## src/rtl/dmem_pkg.sv

```systemverilog
// Shared definitions for the data-memory stage.
//   - size codes for req_size (byte / half / word / dword)
//   - controller state encoding
//   - size_bytes(): number of bytes touched by a size code
package dmem_pkg;

  localparam logic [1:0] SZ_B = 2'd0;
  localparam logic [1:0] SZ_H = 2'd1;
  localparam logic [1:0] SZ_W = 2'd2;
  localparam logic [1:0] SZ_D = 2'd3;

  typedef enum logic [1:0] {
    IDLE = 2'd0,
    WAIT = 2'd1,
    RESP = 2'd2
  } state_t;

  function automatic int size_bytes(input logic [1:0] size);
    return 1 << size;
  endfunction

endpackage

```

## src/rtl/dmem_lane_align.sv

```systemverilog
// Combinational byte-lane steering for one memory word.
//   word        : current contents of the addressed word
//   wdata       : store data, right-justified
//   lane        : first byte lane of the access (already legal for size)
//   size        : size code, never wider than one word
//   is_unsigned : load zero-extends when 1, sign-extends when 0
//   load_data   : extracted and extended load result
//   store_word  : word with only the addressed lanes replaced by wdata
module dmem_lane_align
  import dmem_pkg::*;
#(
  parameter int DATA_W = 32
) (
  input  logic [DATA_W-1:0]              word,
  input  logic [DATA_W-1:0]              wdata,
  input  logic [$clog2(DATA_W/8)-1:0]    lane,
  input  logic [1:0]                     size,
  input  logic                           is_unsigned,
  output logic [DATA_W-1:0]              load_data,
  output logic [DATA_W-1:0]              store_word
);

  localparam int NB = DATA_W / 8;

  logic [3:0]        nbytes;
  logic [DATA_W-1:0] shifted;
  logic [DATA_W-1:0] wshift;
  logic              ext;

  assign nbytes  = 4'(size_bytes(size));
  assign shifted = word >> {lane, 3'b000};
  assign wshift  = wdata << {lane, 3'b000};

  // Fill byte for the upper part of a load: top bit of the last byte read.
  always_comb begin
    ext = 1'b0;
    for (int b = 0; b < NB; b++) begin
      if (b == int'(nbytes) - 1) ext = ~is_unsigned & shifted[8*b+7];
    end
  end

  for (genvar gi = 0; gi < NB; gi++) begin : g_byte
    logic sel;
    assign sel = (gi >= int'(lane)) && (gi < int'(lane) + int'(nbytes));
    assign store_word[8*gi +: 8] = sel ? wshift[8*gi +: 8] : word[8*gi +: 8];
    assign load_data[8*gi +: 8]  = (gi < int'(nbytes)) ? shifted[8*gi +: 8] : {8{ext}};
  end

endmodule

```

## src/rtl/data_mem_ctrl.sv

```systemverilog
// Data-memory stage with valid/ready handshake and fixed access latency.
// A request is captured in IDLE, waits LATENCY edges, commits (store write or
// load capture) and is then presented in RESP until the consumer accepts it.
// Ports:
//   clk, rst (synchronous, active-low)
//   req_valid/req_ready, req_we, req_addr, req_wdata, req_size, req_unsigned
//   resp_valid/resp_ready, resp_rdata, resp_err
// Build option: define DMEM_ALIGN_CHECK_EN to fault misaligned or oversized
// accesses (resp_err = 1, no write). Without it, lanes are truncated down to
// the access alignment and oversized accesses become full-word accesses.
module data_mem_ctrl
  import dmem_pkg::*;
#(
  parameter int DATA_W  = 32,
  parameter int ADDR_W  = 32,
  parameter int DEPTH   = 128,
  parameter int LATENCY = 2
) (
  input  logic              clk,
  input  logic              rst,
  input  logic              req_valid,
  output logic              req_ready,
  input  logic              req_we,
  input  logic [ADDR_W-1:0] req_addr,
  input  logic [DATA_W-1:0] req_wdata,
  input  logic [1:0]        req_size,
  input  logic              req_unsigned,
  output logic              resp_valid,
  input  logic              resp_ready,
  output logic [DATA_W-1:0] resp_rdata,
  output logic              resp_err
);

  localparam int OFS   = $clog2(DATA_W / 8);
  localparam int IDX_W = $clog2(DEPTH);
  localparam int AW    = OFS + IDX_W;
  localparam int CNT_W = (LATENCY > 1) ? $clog2(LATENCY) : 1;

  // Power-up image: word i holds i. Not reloaded by reset.
  function automatic logic [DEPTH-1:0][DATA_W-1:0] mem_image();
    for (int i = 0; i < DEPTH; i++) mem_image[i] = DATA_W'(i);
  endfunction

  logic [DEPTH-1:0][DATA_W-1:0] mem = mem_image();

  state_t            state_reg, state_next;
  logic [CNT_W-1:0]  cnt_reg;
  logic              we_reg;
  logic [AW-1:0]     addr_reg;
  logic [DATA_W-1:0] wdata_reg;
  logic [1:0]        size_reg;
  logic              uns_reg;

  logic [IDX_W-1:0]  idx;
  logic [OFS-1:0]    lane_raw, lane_mask, eff_lane;
  logic [1:0]        eff_size;
  logic              fault;
  logic              commit;
  logic [DATA_W-1:0] rd_word, load_data, store_word;
  logic              unused_addr;

  // Address bits above the word index are deliberately ignored (wrap).
  assign unused_addr = ^req_addr;

  assign idx      = addr_reg[AW-1:OFS];
  assign lane_raw = addr_reg[OFS-1:0];
  assign rd_word  = mem[idx];
  assign commit   = (state_reg == WAIT) && (cnt_reg == '0);

  always_comb begin
    eff_size  = (int'(size_reg) > OFS) ? 2'(OFS) : size_reg;
    lane_mask = OFS'((1 << eff_size) - 1);
    eff_lane  = lane_raw & ~lane_mask;
    fault     = 1'b0;
`ifdef DMEM_ALIGN_CHECK_EN
    fault     = (int'(size_reg) > OFS) || ((lane_raw & lane_mask) != '0);
`endif
  end

  dmem_lane_align #(.DATA_W(DATA_W)) u_align (
    .word        (rd_word),
    .wdata       (wdata_reg),
    .lane        (eff_lane),
    .size        (eff_size),
    .is_unsigned (uns_reg),
    .load_data   (load_data),
    .store_word  (store_word)
  );

  always_ff @(posedge clk) begin
    if (!rst) state_reg <= IDLE;
    else      state_reg <= state_next;
  end

  always_comb begin
    state_next = state_reg;
    unique case (state_reg)
      IDLE:    if (req_valid)      state_next = WAIT;
      WAIT:    if (cnt_reg == '0)  state_next = RESP;
      RESP:    if (resp_ready)     state_next = IDLE;
      default:                     state_next = IDLE;
    endcase
  end

  assign req_ready  = (state_reg == IDLE);
  assign resp_valid = (state_reg == RESP);

  // Capture, latency count and response registers.
  always_ff @(posedge clk) begin
    if (!rst) begin
      cnt_reg    <= '0;
      we_reg     <= 1'b0;
      addr_reg   <= '0;
      wdata_reg  <= '0;
      size_reg   <= SZ_B;
      uns_reg    <= 1'b0;
      resp_rdata <= '0;
      resp_err   <= 1'b0;
    end else begin
      if (state_reg == IDLE && req_valid) begin
        we_reg    <= req_we;
        addr_reg  <= req_addr[AW-1:0];
        wdata_reg <= req_wdata;
        size_reg  <= req_size;
        uns_reg   <= req_unsigned;
        cnt_reg   <= CNT_W'(LATENCY - 1);
      end else if (state_reg == WAIT && cnt_reg != '0) begin
        cnt_reg <= cnt_reg - 1'b1;
      end
      if (commit) begin
        resp_rdata <= (we_reg || fault) ? '0 : load_data;
        resp_err   <= fault;
      end
    end
  end

  // Storage write; a reset at the commit edge suppresses the store.
  always_ff @(posedge clk) begin
    if (rst && commit && we_reg && !fault) mem[idx] <= store_word;
  end

endmodule

```

## config.mk

```make
export PLATFORM = sky130hd
export DESIGN_NAME = data_mem_ctrl
export DESIGN_NICKNAME = d
export VERILOG_FILES = /design/src/rtl/dmem_pkg.sv /design/src/rtl/dmem_lane_align.sv /design/src/rtl/data_mem_ctrl.sv
export SDC_FILE = /design/constraint.sdc
export NUM_CORES = 2
export LEC_CHECK = 0
export CAP_MARGIN = 20
export CORE_MARGIN = 5
export CORE_UTILIZATION = 30
export DETAILED_ROUTE_END_ITERATION = 6
export DONT_BUFFER_PORTS = 1
export HOLD_SLACK_MARGIN = 0.02
export SYNTH_ARGS = -nofsm -noshare
export SYNTH_HDL_FRONTEND = slang
export SYNTH_SLANG_ARGS = --single-unit
```

## constraint.sdc

```tcl
create_clock -name clk -period 7.64 [get_ports clk]
set_input_delay 1.528 -clock clk [delete_from_list [all_inputs] [get_ports clk]]
set_output_delay 1.528 -clock clk [all_outputs]
set_load 0.01 [all_outputs]
```

==> impl_metrics.tcl <==
set metrics [dict create \
    clockBufferDepth 4 \
    post_dp_cell_area_um2 173000 \
    hold_viol_final 0 \
    drv_cap 0 \
    place_congestion 1.01 \
    synthTopCellsByArea "edfxtp_1 77%, a22oi_1 2.9%, mux2i_1 2.9%" \
    cts-buffers-inserted 418 \
    async_flop_share_pct 0 \
    critical_path_class "flip-flop to flip-flop" \
    port_buffers 0 \
    grt_first_pass_wirelength_um 794000 \
    initial_core_util_pct 30.1 \
    grt_max_degree 129 \
    design_area_um2 186000 \
    ys_ff_latch 4176 \
    synthAdderAreaFrac_pct 0.00781 \
    clkSlewWorstSetupHoldPaths_ps 60 \
    htreeDepth 5 \
    max_slew_margin_pct 8.21 \
    synth_nets 8953 \
    grt_util_all_layers_pct 20.7 \
    first_global_vias 88200 \
    worst_pin_slew_ps 1370 \
    ios 107 \
    powerDensity_nw_per_um2 289 \
    firstDrtPassIters 7 \
    insertion_delay_ps 1010 \
    cp.arrival_ps 7040 \
    post_drt_wl_per_cell_um 35.6 \
    crit_fanout 128 \
    die_x_um 741 \
    fin_crit_ps 6520 \
    p_leak_uw 0.0562 \
    synth_top_area_share_pct 76.8 \
    synth_top_family_by_area "compound AO/OA/AOI/OAI gates" \
    die_area_um2 549000 \
    largest_reg_flops 4096 \
    drive_gt1_share_pct 18.9 \
    fmax_ghz 0.153 \
    cts.sinks 4176 \
    synth_seq_area_share_pct 77.8 \
    synth_edf_count 4096 \
    holdWs_ps 462 \
    violations "design-rule violations" \
    area_delta_synth_final_pct 16.2 \
    hpwl_um 359000 \
    nets 9319 \
    vias 96800 \
    worst_setup_path_start_kind "flip-flop" \
    hp-class "flip-flop to flip-flop" \
    viasPerCell 5.82 \
    postRouteAntennaNets 0 \
    synth_compound_area_share_pct 10.0 \
    die_h_um 741 \
    reg2reg_slack_ps 1120 \
    setup_viol 0 \
    cts_tree "built" \
    hold_buffers 0 \
    drc_errors 1 \
    synth.mux.area_fraction_pct 7.41 \
    drtIter0Drc 17200 \
    grt-ovfl-total 0 \
    yosys.area_share.xor_xnor_pct 0 \
    required_ps 8160 \
    grt_antenna_before_repair 52 \
    synth.distinct_cells 85 \
    coreArea_um2 532000 \
    cts_resized 0 \
    synth_flop_cell "edfxtp_1" \
    wirelength_um 592000 \
    cts-root-buf "clkbuf_16" \
    fin_crit_sh_pct 85.3 \
    cp-end-kind "flip-flop" \
    rsz0062_at_grt "false" \
    syn_area_per_cell_um2 18.0 \
    drv_slew 0 \
    yosys.area_share.simple_pct 2.75 \
    outcome "complete, but fails checks" \
    yosys_warnings 0 \
    peakVddDrop_uv 328 \
    syn_area_um2 160000 \
    postCtsSetupBuffers 0 \
    row_count 268 \
    syn_inst 8880 \
    fin_skew_ps 68.4 \
    synth.largest_area_cell "edfxtp_1" \
]
critical path, stage by stage, from the launching register on:
cell	delay, ps
dfxtp_4	980
buf_12	470
buf_4	640
mux2_2	410
a221o_1	300
a222oi_1	940
o22a_1	440
o211ai_1	540
nor3_1	620
a31oi_4	60
buf_12	240
kinds of logic after synthesis:
| logic type | after synthesis |
|---|---|
| mux | 947 |
| simple gates | 977 |
| compound gates | 2141 |
| other cells | 1 |
| fa+ha+maj | 1 |
| flops | 4176 |
| buf+inv | 637 |
metal layers:
layer	global-route usage, %	vias up	wire, µm
met1	27.0	50400	213000
met3	7.17	1283	85200
met4	11.6	26	40800
met5	0.779	-	1120
met2	30.1	7408	252000
li1	-	37600	-
synth_stat cells, drive strengths merged (28+ instances only):
| library cell | number |
|---|---|
| nand2 | 373 |
| o221ai | 60 |
| edfxtp | 4096 |
| nand3 | 38 |
| nor2 | 338 |
| a22oi | 620 |
| mux2 | 324 |
| mux2i | 465 |
| o211ai | 48 |
| nor3 | 43 |
| nand2b | 28 |
| a41oi | 53 |
| a221o | 104 |
| a31oi | 54 |
| o2bb2ai | 53 |
| buf | 413 |
| o21ai | 189 |
| o22ai | 89 |
| a221oi | 327 |
| clkbuf | 211 |
| dfxtp | 80 |
| a222oi | 38 |
| a21oi | 273 |
| nand4 | 32 |
| a22o | 61 |
| mux4 | 158 |
worst paths after layout:
| path | from | to | depth (start not counted) |
|---|---|---|---|
| worst min register to register | wdata_reg[26] | wdata_reg[26] | 2 |
| worst max-delay path | addr_reg[4] | mem[104] | 10 |
| worst min-delay path | wdata_reg[26] | wdata_reg[26] | 2 |
| worst max register to register | addr_reg[4] | mem[104] | 10 |
power breakdown:
part / total [µW] / internal (µW) / switching, µW
Combinational: 6490 / 1320 / 5180
Sequential: 27100 / 27000 / 103
Clock: 20100 / 11300 / 8800
cell usage in the layout, fill, tap and decap left out, types with 38 or more instances in the layout:
master / count
o22ai_1: 89
mux2i_1: 459
dfxtp_1: 73
nor2_4: 122
a22oi_1: 620
a31oi_1: 48
edfxtp_1: 4096
mux4_2: 158
clkinv_2: 81
mux2_2: 262
buf_12: 95
o211ai_1: 48
buf_4: 468
nand2_1: 357
a221o_1: 104
o221ai_1: 60
a22o_1: 61
nor2_1: 209
a21oi_1: 260
o2bb2ai_1: 53
o21ai_0: 164
clkbuf_16: 425
a41oi_1: 53
a222oi_1: 38
mux2_1: 54
clkinv_1: 111
clkbuf_1: 93
a221oi_1: 325
through the flow:
step / setup WS, ps / utilization [%] / power, µW / cells / TNS [ps]
2_1_floorplan: -668 / - / 30500 / 8880 / -85500
3_3_place_gp: 1480 / 32.4 / 33700 / 15800 / 0
3_5_place_dp: 1620 / 32.4 / 33800 / 15800 / 0
4_1_cts: 1600 / 34.9 / 53500 / 16600 / 0
5_1_grt: 1420 / 34.9 / 54800 / 16600 / 0
6_report: 1120 / 35.0 / 53700 / 16600 / 0
cell type report:
type / instances / area, µm²
antenna: 23 / 57.6
clock buffer: 518 / 11000
clock inverter: 252 / 2210
fill: 49500 / 346000
inverter: 13 / 67.6
multi-input combinational: 4067 / 33900
sequential: 4176 / 125000
tap: 7020 / 8780
timing repair buffer: 570 / 5490
No activity file was read; power rests on OpenSTA's default activity.
